## src/rtl/bash_hash_params_pkg.sv

```systemverilog
// Shared constants and types for the bash_hash sponge and its sequencer.
// Optional permutation counter in bash_hash_ctrl: BASH_HASH_CTRL_PERF_EN.
package bash_hash_params_pkg;

  localparam int XLEN = 2;
  localparam int SLEN = 1536;
  localparam int ROUNDS_DEFAULT = 24;

  localparam logic [XLEN-1:0] L_128 = 2'b01;
  localparam logic [XLEN-1:0] L_192 = 2'b10;
  localparam logic [XLEN-1:0] L_256 = 2'b11;

  typedef enum logic [1:0] {
    ST_IDLE = 2'd0,
    ST_LOAD = 2'd1,
    ST_RUN  = 2'd2,
    ST_DONE = 2'd3
  } state_e;

endpackage

```

## src/rtl/bash_hash_round_cnt.sv

```systemverilog
// Step counter for one bash-f permutation: clearable, wraps at
// terminal count ROUNDS-1, which it flags combinationally.
module bash_hash_round_cnt #(
  parameter int ROUNDS = 24,
  parameter int RCW    = 5
) (
  input  logic           clk_i,
  input  logic           rst_ni,
  input  logic           clr,
  input  logic           en,
  output logic [RCW-1:0] cnt,
  output logic           tc
);

  assign tc = (cnt == RCW'(ROUNDS - 1));

  always_ff @(posedge clk_i or negedge rst_ni) begin
    if (!rst_ni) begin
      cnt <= '0;
    end else if (clr || (en && tc)) begin
      cnt <= '0;
    end else if (en) begin
      cnt <= cnt + RCW'(1);
    end
  end

endmodule

```

## src/rtl/bash_hash_ctrl.sv

```systemverilog
// Sequencer for the single-step bash_hash datapath (one bash-f step/cycle).
// Define BASH_HASH_CTRL_PERF_EN to build the completed-permutation counter.
module bash_hash_ctrl
  import bash_hash_params_pkg::*;
#(
  parameter int ROUNDS = ROUNDS_DEFAULT,
  parameter int RCW    = 5
) (
  input  logic            clk_i,
  input  logic            rst_ni,
  input  logic            blk_valid_i,
  output logic            blk_ready_o,
  input  logic            blk_sop_i,
  input  logic            blk_eop_i,
  input  logic [XLEN-1:0] blk_l_i,
  input  logic            abort_i,
  output logic            prep_o,
  output logic            start_o,
  output logic            work_o,
  output logic            first_o,
  output logic [XLEN-1:0] l_o,
  output logic [RCW-1:0]  round_o,
  output logic            busy_o,
  output logic            hash_valid_o,
  input  logic            hash_ready_i,
  output logic [31:0]     perm_cnt_o
);

  state_e          state_q;
  state_e          state_d;
  logic            sop_q;
  logic            eop_q;
  logic [XLEN-1:0] l_q;
  logic [RCW-1:0]  cnt;
  logic            tc;
  logic            accept;
  logic            in_idle;
  logic            in_run;

  assign in_idle = (state_q == ST_IDLE);
  assign in_run  = (state_q == ST_RUN);

  // Gated by rst_ni so every output reads 0 while reset is held.
  assign blk_ready_o = in_idle && !abort_i && rst_ni;
  assign accept      = blk_valid_i && blk_ready_o;

  bash_hash_round_cnt #(
    .ROUNDS (ROUNDS),
    .RCW    (RCW)
  ) u_round_cnt (
    .clk_i  (clk_i),
    .rst_ni (rst_ni),
    .clr    (state_q == ST_LOAD),
    .en     (in_run),
    .cnt    (cnt),
    .tc     (tc)
  );

  always_comb begin
    state_d = state_q;
    unique case (state_q)
      ST_IDLE: if (accept) state_d = ST_LOAD;
      ST_LOAD: state_d = abort_i ? ST_IDLE : ST_RUN;
      ST_RUN: begin
        if (abort_i) state_d = ST_IDLE;
        else if (tc) state_d = eop_q ? ST_DONE : ST_IDLE;
      end
      ST_DONE: begin
        if (abort_i || hash_ready_i) state_d = ST_IDLE;
      end
      default: state_d = ST_IDLE;
    endcase
  end

  always_ff @(posedge clk_i or negedge rst_ni) begin
    if (!rst_ni) begin
      state_q <= ST_IDLE;
      sop_q   <= 1'b0;
      eop_q   <= 1'b0;
      l_q     <= '0;
    end else begin
      state_q <= state_d;
      if (accept) begin
        sop_q <= blk_sop_i;
        eop_q <= blk_eop_i;
        if (blk_sop_i) l_q <= blk_l_i;
      end
    end
  end

  assign start_o      = (state_q == ST_LOAD);
  assign prep_o       = start_o && sop_q;
  assign work_o       = in_run;
  assign first_o      = in_run && sop_q && (cnt == '0);
  assign round_o      = in_run ? cnt : '0;
  assign l_o          = l_q;
  assign busy_o       = !in_idle;
  assign hash_valid_o = (state_q == ST_DONE);

`ifdef BASH_HASH_CTRL_PERF_EN
  logic [31:0] perm_q;

  always_ff @(posedge clk_i or negedge rst_ni) begin
    if (!rst_ni) begin
      perm_q <= '0;
    end else if (in_run && tc && (perm_q != 32'hFFFF_FFFF)) begin
      perm_q <= perm_q + 32'd1;
    end
  end

  assign perm_cnt_o = perm_q;
`else
  assign perm_cnt_o = 32'd0;
`endif

endmodule
```

## config.mk

```make
export PLATFORM = sky130hd
export DESIGN_NAME = bash_hash_ctrl
export DESIGN_NICKNAME = d
export VERILOG_FILES = /design/src/rtl/bash_hash_params_pkg.sv /design/src/rtl/bash_hash_round_cnt.sv /design/src/rtl/bash_hash_ctrl.sv
export SDC_FILE = /design/constraint.sdc
export NUM_CORES = 1
export LEC_CHECK = 0
export CAP_MARGIN = 20
export CORE_UTILIZATION = 40
export DETAILED_ROUTE_END_ITERATION = 7
export PLACE_DENSITY = 0.85
export RECOVER_POWER = 100
export SETUP_SLACK_MARGIN = 0.15
export SYNTH_ARGS = -nofsm -noshare
export SYNTH_HDL_FRONTEND = slang
export SYNTH_SLANG_ARGS = --single-unit
```

## constraint.sdc

```tcl
create_clock -name clk_i -period 2.22 [get_ports clk_i]
set_input_delay 0.666 -clock clk_i [delete_from_list [all_inputs] [get_ports clk_i]]
set_output_delay 0.666 -clock clk_i [all_outputs]
set_load 0.05 [all_outputs]
```

==> impl_metrics.toml, run 1 <==
[run_status]
status = "finished clean"

[yosys]
syn_area_per_cell_sq_um = 9.03
ys_warn_count = 0
synth.area.top_cells = "dfrtp_1 (30%), buf_4 (27%), and2_1 (4.0%)"
syn-cell-area_sq_um = 930
synth_top_area_frac = 0.296
synthCells = 103
synth.most_common_cell = "buf_4"
synth_edf_count = 0
synth_seq_cells = 11
synthDistinctLibCells = 34
ys.flop_type = "dfrtp_1"
synth_area_leader_cell = "dfrtp_1"
async_flop_share = 1.00
synth_common_cells = "buf_4 (34), dfrtp_1 (11), and2_1 (6), nand3_1 (6), inv_1 (5)"
seq_area_frac_synth = 0.296

[critical_path]
cpMaxStageDelayCell = "dfrtp_2"
cp.arrival_ps = 1440
path_max_fanout = 7
r2r-end = "l_o[1]$_DFFE_PN0P_"
critPathCaptureType = "output port"
setup.worst_path.start_class = "flop"
r2r_setup_slack_ps = 330
worstSetupPathType = "reg -> out"
path_cells = "buf_4 -> nor2b_1 -> and2_4 -> buf_12"
crit_buf_inv = 2
max_stage_delay_ps = 450
rr_worst_depth = 6
r2r_start = "state_q[0]$_DFFE_PN0P_"
worst-endpoint-required_ps = 1550
cp_top_family = "flip-flops"

[timing]
setup_viol = 0
fin_crit_ps = 2100
slew-limit-headroom = 0.579
layout_setup_ws_ps = 119
clock_skew_ps = 3.24
hold_violations = 0
worst_pin_slew_ps = 632
drv_slew = 0
max_freq_ghz = 0.476
holdWs_ps = 502
tns_ps = 0
rsz0062_at_grt = "true"
finalCritPeriodShare = 0.947

[clock_network]
numCtsBuffers = 3
htree_levels = 1
clockBufferDepth = 2
tritoncts = "done"
worstSkewPairLatency_ps = 270
cts_hold_buf = 0
clkTransAtPathRegs_ps = 70
root_buffer = "clkbuf_4"
cts.sinks = 11

[floorplanning]
fp.dieW_microns = 50.2
die-area_sq_mm = 0.00252
row_count = 17
initial_core_util = 0.424
boundaryPins = 55
die-height_microns = 50.2
fp.coreArea_sq_mm = 0.00219

[final_layout]
syn_to_final_growth_pct = 37.3
layoutNonFillerInstCount = 166
fill_cells = 200
regArea_sq_um = 278
diodes = 0
multi_input_area_sq_um = 494
drive_above_1_share = 0.268
nets = 150

[drt]
drc = 0
wirelength_microns = 1810
first_iter_violations = 6
vias_per_cell = 4.41
vias = 732
wl_per_cell_microns = 10.9
drt-pass1-iter-count = 6
ant_nets = 0

[global_route]
grt_max_degree = 13
grt_usage = 0.150
grt_remaining_overflow = 0
antenna_found_initial = 0
grt_pass1_wl_microns = 2760
grt_pass1_vias = 633

[worst_hold_path]
hold_class = "reg -> reg"
min_path_cells = 1
hp-start = "l_o[1]$_DFFE_PN0P_"
holdPathEnd = "l_o[1]$_DFFE_PN0P_"

[place]
dpl.hpwl_microns = 1380
numPortBuffers = 22
dpl.cell_count = 153
dp_slack_ps = -90.0
place_congestion = 0.733

[power_and_ir_drop]
irDropWorstVdd_v = 0.000403
powerDensity_mw_per_mm2 = 607
leakage_uw = 0.000629

[run]
maxCapViolCount = 0
worst register-to-register path, cell delays in order, from the launching register on:
cell and delay, ps:
dfrtp_2 410, clkbuf_1 160, nor4b_4 360, clkbuf_4 200, buf_4 90, and3_1 210
mux2_1 330
cell usage in the layout (no fill, tap or decap), drive strengths merged, types with 3 or more instances in the layout:
cell type	synthesis	routed
and2	6	6
buf	35	22
inv	5	5
nor2	4	4
dlygate4sd2	0	3
mux2	4	4
nand2	4	4
clkbuf	1	8
dfrtp	11	11
conb	1	32
nand3	6	6
clkdlybuf4s50	0	6
power breakdown:
group	leakage, uW	switching, uW	internal (uW)
Sequential	0.000140	45.2	238
Clock	0.0000150	66.4	69.5
Combinational	0.000473	247	109
stage by stage:
step | util | power [uW] | cell area (sq um)
final | 0.583 | 775 | 1280
after global routing | 0.583 | 820 | 1280
after CTS | 0.583 | 784 | 1280
after detailed placement | 0.549 | 642 | 1200
after global placement | 0.549 | 630 | 1200
after floorplan | - | 582 | 1050
per-layer routing:
metal  wire [microns]  vias to the layer above  track usage
met2              944                       39        0.253
met4               31                        0        0.119
met1              718                      341        0.165
li1                 -                      348            -
met3              119                        4       0.0212
met5                0                        -            0
repair_timing:
action                     4_1_cts  5_1_grt
resized for setup               14        0
buffers inserted                 4        5
setup endpoints to repair        9        7
pin swaps                        3        3
layout make-up:
type / count / share of cell area
clock buffer: 4 / 0.0206
inverter: 5 / 0.0147
multi-input combinational: 82 / 0.387
sequential: 11 / 0.218
tap: 28 / 0.0275
timing repair buffer: 36 / 0.332
state kept, by name, indices dropped and copies added, names as in the netlist:
register,cells
eop_q,1
l_o,2
sop_q,1
state_q,2
u_round_cnt.cnt,5
worst max-delay path by stage:
stage / from / cells past startpoint / end
2_1_floorplan: abort_i / 3 / l_o[0]$_DFFE_PN0P_
3_3_place_gp: abort_i / 3 / blk_ready_o
3_5_place_dp: abort_i / 3 / blk_ready_o
4_1_cts: state_q[0]$_DFFE_PN0P_ / 4 / first_o
5_1_grt: state_q[0]$_DFFE_PN0P_ / 3 / round_o[4]
6_report: state_q[1]$_DFFE_PN0P_ / 4 / prep_o
kinds of logic after synthesis:
logic type | Yosys count | share of synthesized area
and+or+nand+nor | 33 | 0.231
DFF | 11 | 0.296
other | 1 | 0.00403
buffers and inverters | 41 | 0.304
xor gates and xnor gates | 1 | 0.00942
adders and majority gates | 2 | 0.0269
AOI/OAI and AO/OA | 9 | 0.0686
muxes | 5 | 0.0592
No activity file was read; power rests on OpenSTA's default activity.
==> run 2: changes to the inputs <==
--- a/config.mk
+++ b/config.mk
@@ -6,9 +6,10 @@
 export NUM_CORES = 1
 export LEC_CHECK = 0
 export CAP_MARGIN = 20
-export CORE_UTILIZATION = 40
+export CORE_UTILIZATION = 50
 export DETAILED_ROUTE_END_ITERATION = 7
-export PLACE_DENSITY = 0.85
+export DONT_BUFFER_PORTS = 1
+export HOLD_SLACK_MARGIN = 0.05
 export RECOVER_POWER = 100
 export SETUP_SLACK_MARGIN = 0.15
 export SYNTH_ARGS = -nofsm -noshare
==> impl_metrics.toml, run 2 (synthesis results as in run 1) <==
[final_layout]
regMostFlops = "u_round_cnt.cnt"
regArea_sq_um = 278
nets = 131
fill_cells = 166
final_common_cell = "conb_1"
largest_reg_flops = 5
multi_input_area_sq_um = 483
syn_to_final_growth_pct = 8.61
diodes = 0
layoutNonFillerInstCount = 144
drive_above_1_share = 0.218
post-route-util = 0.585
final_cell_mix = "conb_1 (32), dfrtp_1 (9), nand3_1 (6), buf_4 (6)"

[timing]
slew-limit-headroom = 0.653
tns_ps = 0
holdWs_ps = 80.6
drv_slew = 0
finalCritPeriodShare = 0.938
clock_skew_ps = 6.99
fin_crit_ps = 2080
setup_viol = 0
rsz0062_at_grt = "true"
worst_pin_slew_ps = 520
hold_violations = 0
max_freq_ghz = 0.480

[drt]
first_iter_violations = 10
wirelength_microns = 1480
vias_per_cell = 4.36
drt-pass1-iter-count = 4
dr_wl_met2_microns = 774
vias = 628
wl_per_cell_microns = 10.3
wl_met3_microns = 72
top_layer = "met4"
drc = 0
ant_nets = 0
wl_met1_microns = 604

[floorplanning]
fp.coreArea_sq_mm = 0.00173
fp.dieW_microns = 45.1
die-area_sq_mm = 0.00204
initial_core_util = 0.538
die-height_microns = 45.1
boundaryPins = 55
row_count = 15

[critical_path]
path_cells = "buf_6 -> nor3b_4 -> and4_1 -> clkbuf_4"
r2r-end = "l_o[0]$_DFFE_PN0P_"
cp_top_family = "flip-flops"
r2r_start = "state_q[0]$_DFFE_PN0P_"
rr_worst_depth = 5
worst-endpoint-required_ps = 1550
crit_buf_inv = 2
cp.arrival_ps = 1420
path_max_fanout = 3
critPathCaptureType = "output port"
cpMaxStageDelayCell = "dfrtp_2"
r2r_setup_slack_ps = 430
worstSetupPathType = "reg -> out"
max_stage_delay_ps = 420
setup.worst_path.start_class = "flop"
crit_cells = 4

[place]
dpl.cell_count = 134
numPortBuffers = 0
place_congestion = 0.742
dpl.hpwl_microns = 1180

[clock_network]
worstSkewPairLatency_ps = 270
clkTransAtPathRegs_ps = 80
numCtsBuffers = 3
clockBufferDepth = 2
cts.sinks = 11
tritoncts = "done"
root_buffer = "clkbuf_4"
htree_levels = 1

[global_route]
grt_max_degree = 14
grt_usage = 0.163
antenna_found_initial = 0
grt_pass1_wl_microns = 2360
grt_pass1_vias = 526
grt_remaining_overflow = 0

[power_and_ir_drop]
power_uw = 713
irDropWorstVdd_v = 0.000518
leakage_uw = 0.000512
powerDensity_mw_per_mm2 = 707

[worst_hold_path]
hold_class = "in -> async"

[run]
maxCapViolCount = 0

[run_status]
status = "finished clean"
-- run 2: cell count changes in the layout (fill, tap and decap cells not counted), sizes merged --
cell,before,now
buf,22,12
clkbuf,8,9
clkdlybuf4s15,1,0
dlygate4sd2,3,0
clkdlybuf4s50,6,0
-- run 2: how the worst max path moves through the flow --
stage	slack [ps]	from	to
2_1_floorplan	170	abort_i	l_o[0]$_DFFE_PN0P_
3_3_place_gp	350	state_q[0]$_DFFE_PN0P_	first_o
3_5_place_dp	320	state_q[0]$_DFFE_PN0P_	first_o
4_1_cts	160	state_q[0]$_DFFE_PN0P_	first_o
5_1_grt	60	state_q[0]$_DFFE_PN0P_	round_o[4]
6_report	140	state_q[0]$_DFFE_PN0P_	first_o
-- run 2: worst reg2reg max path, delay by kind of cell (launching register included) --
kind,cells,cell delay (ps)
flip-flops,1,420
multiplexers,1,330
buffers and inverters,2,390
AND/OR/NAND/NOR,2,530
-- run 2: area by class of cell --
class | count | area share
clock buffers | 4 | 0.0260
well taps | 25 | 0.0310
repair buffers | 17 | 0.171
inverters | 5 | 0.0186
multi-input cells | 82 | 0.478
flip-flops and latches | 11 | 0.275
-- run 2: stage by stage --
step | cell area, sq um | setup WS (ps)
global route | 1010 | 61.2
detailed placement | 955 | 318
finish | 1010 | 137
global placement | 955 | 345
floorplan | 1050 | 168
CTS | 1030 | 155
-- run 2: repair_timing --
item | 4_1_cts | 5_1_grt
resized for setup | 5 | 2
setup endpoints to repair | 5 | 7
hold endpoints to repair | 0 | 0
cloned | 0 | 0
hold buffers | 0 | 0
setup buffers | 4 | 2
pin swaps | 2 | 2
-- run 2: routing by layer --
metal	GRT usage	vias up
li1	-	308
met1	0.202	294
met2	0.267	22
met3	0.0280	4
met4	0.0909	0
met5	0	-
-- run 2: where the power goes --
part,switching (uW),internal [uW]
registers,78.4,237
clock network,69.1,69.5
logic,195,64.8
total,342,371
==> run 3: changes to the inputs <==
--- a/config.mk
+++ b/config.mk
@@ -12,6 +12,7 @@
 export HOLD_SLACK_MARGIN = 0.05
 export RECOVER_POWER = 100
 export SETUP_SLACK_MARGIN = 0.15
+export SLEW_MARGIN = 20
 export SYNTH_ARGS = -nofsm -noshare
 export SYNTH_HDL_FRONTEND = slang
 export SYNTH_SLANG_ARGS = --single-unit
==> results of run 3 <==
No change in the layout: final DEF, timing and power equal those of run 2.
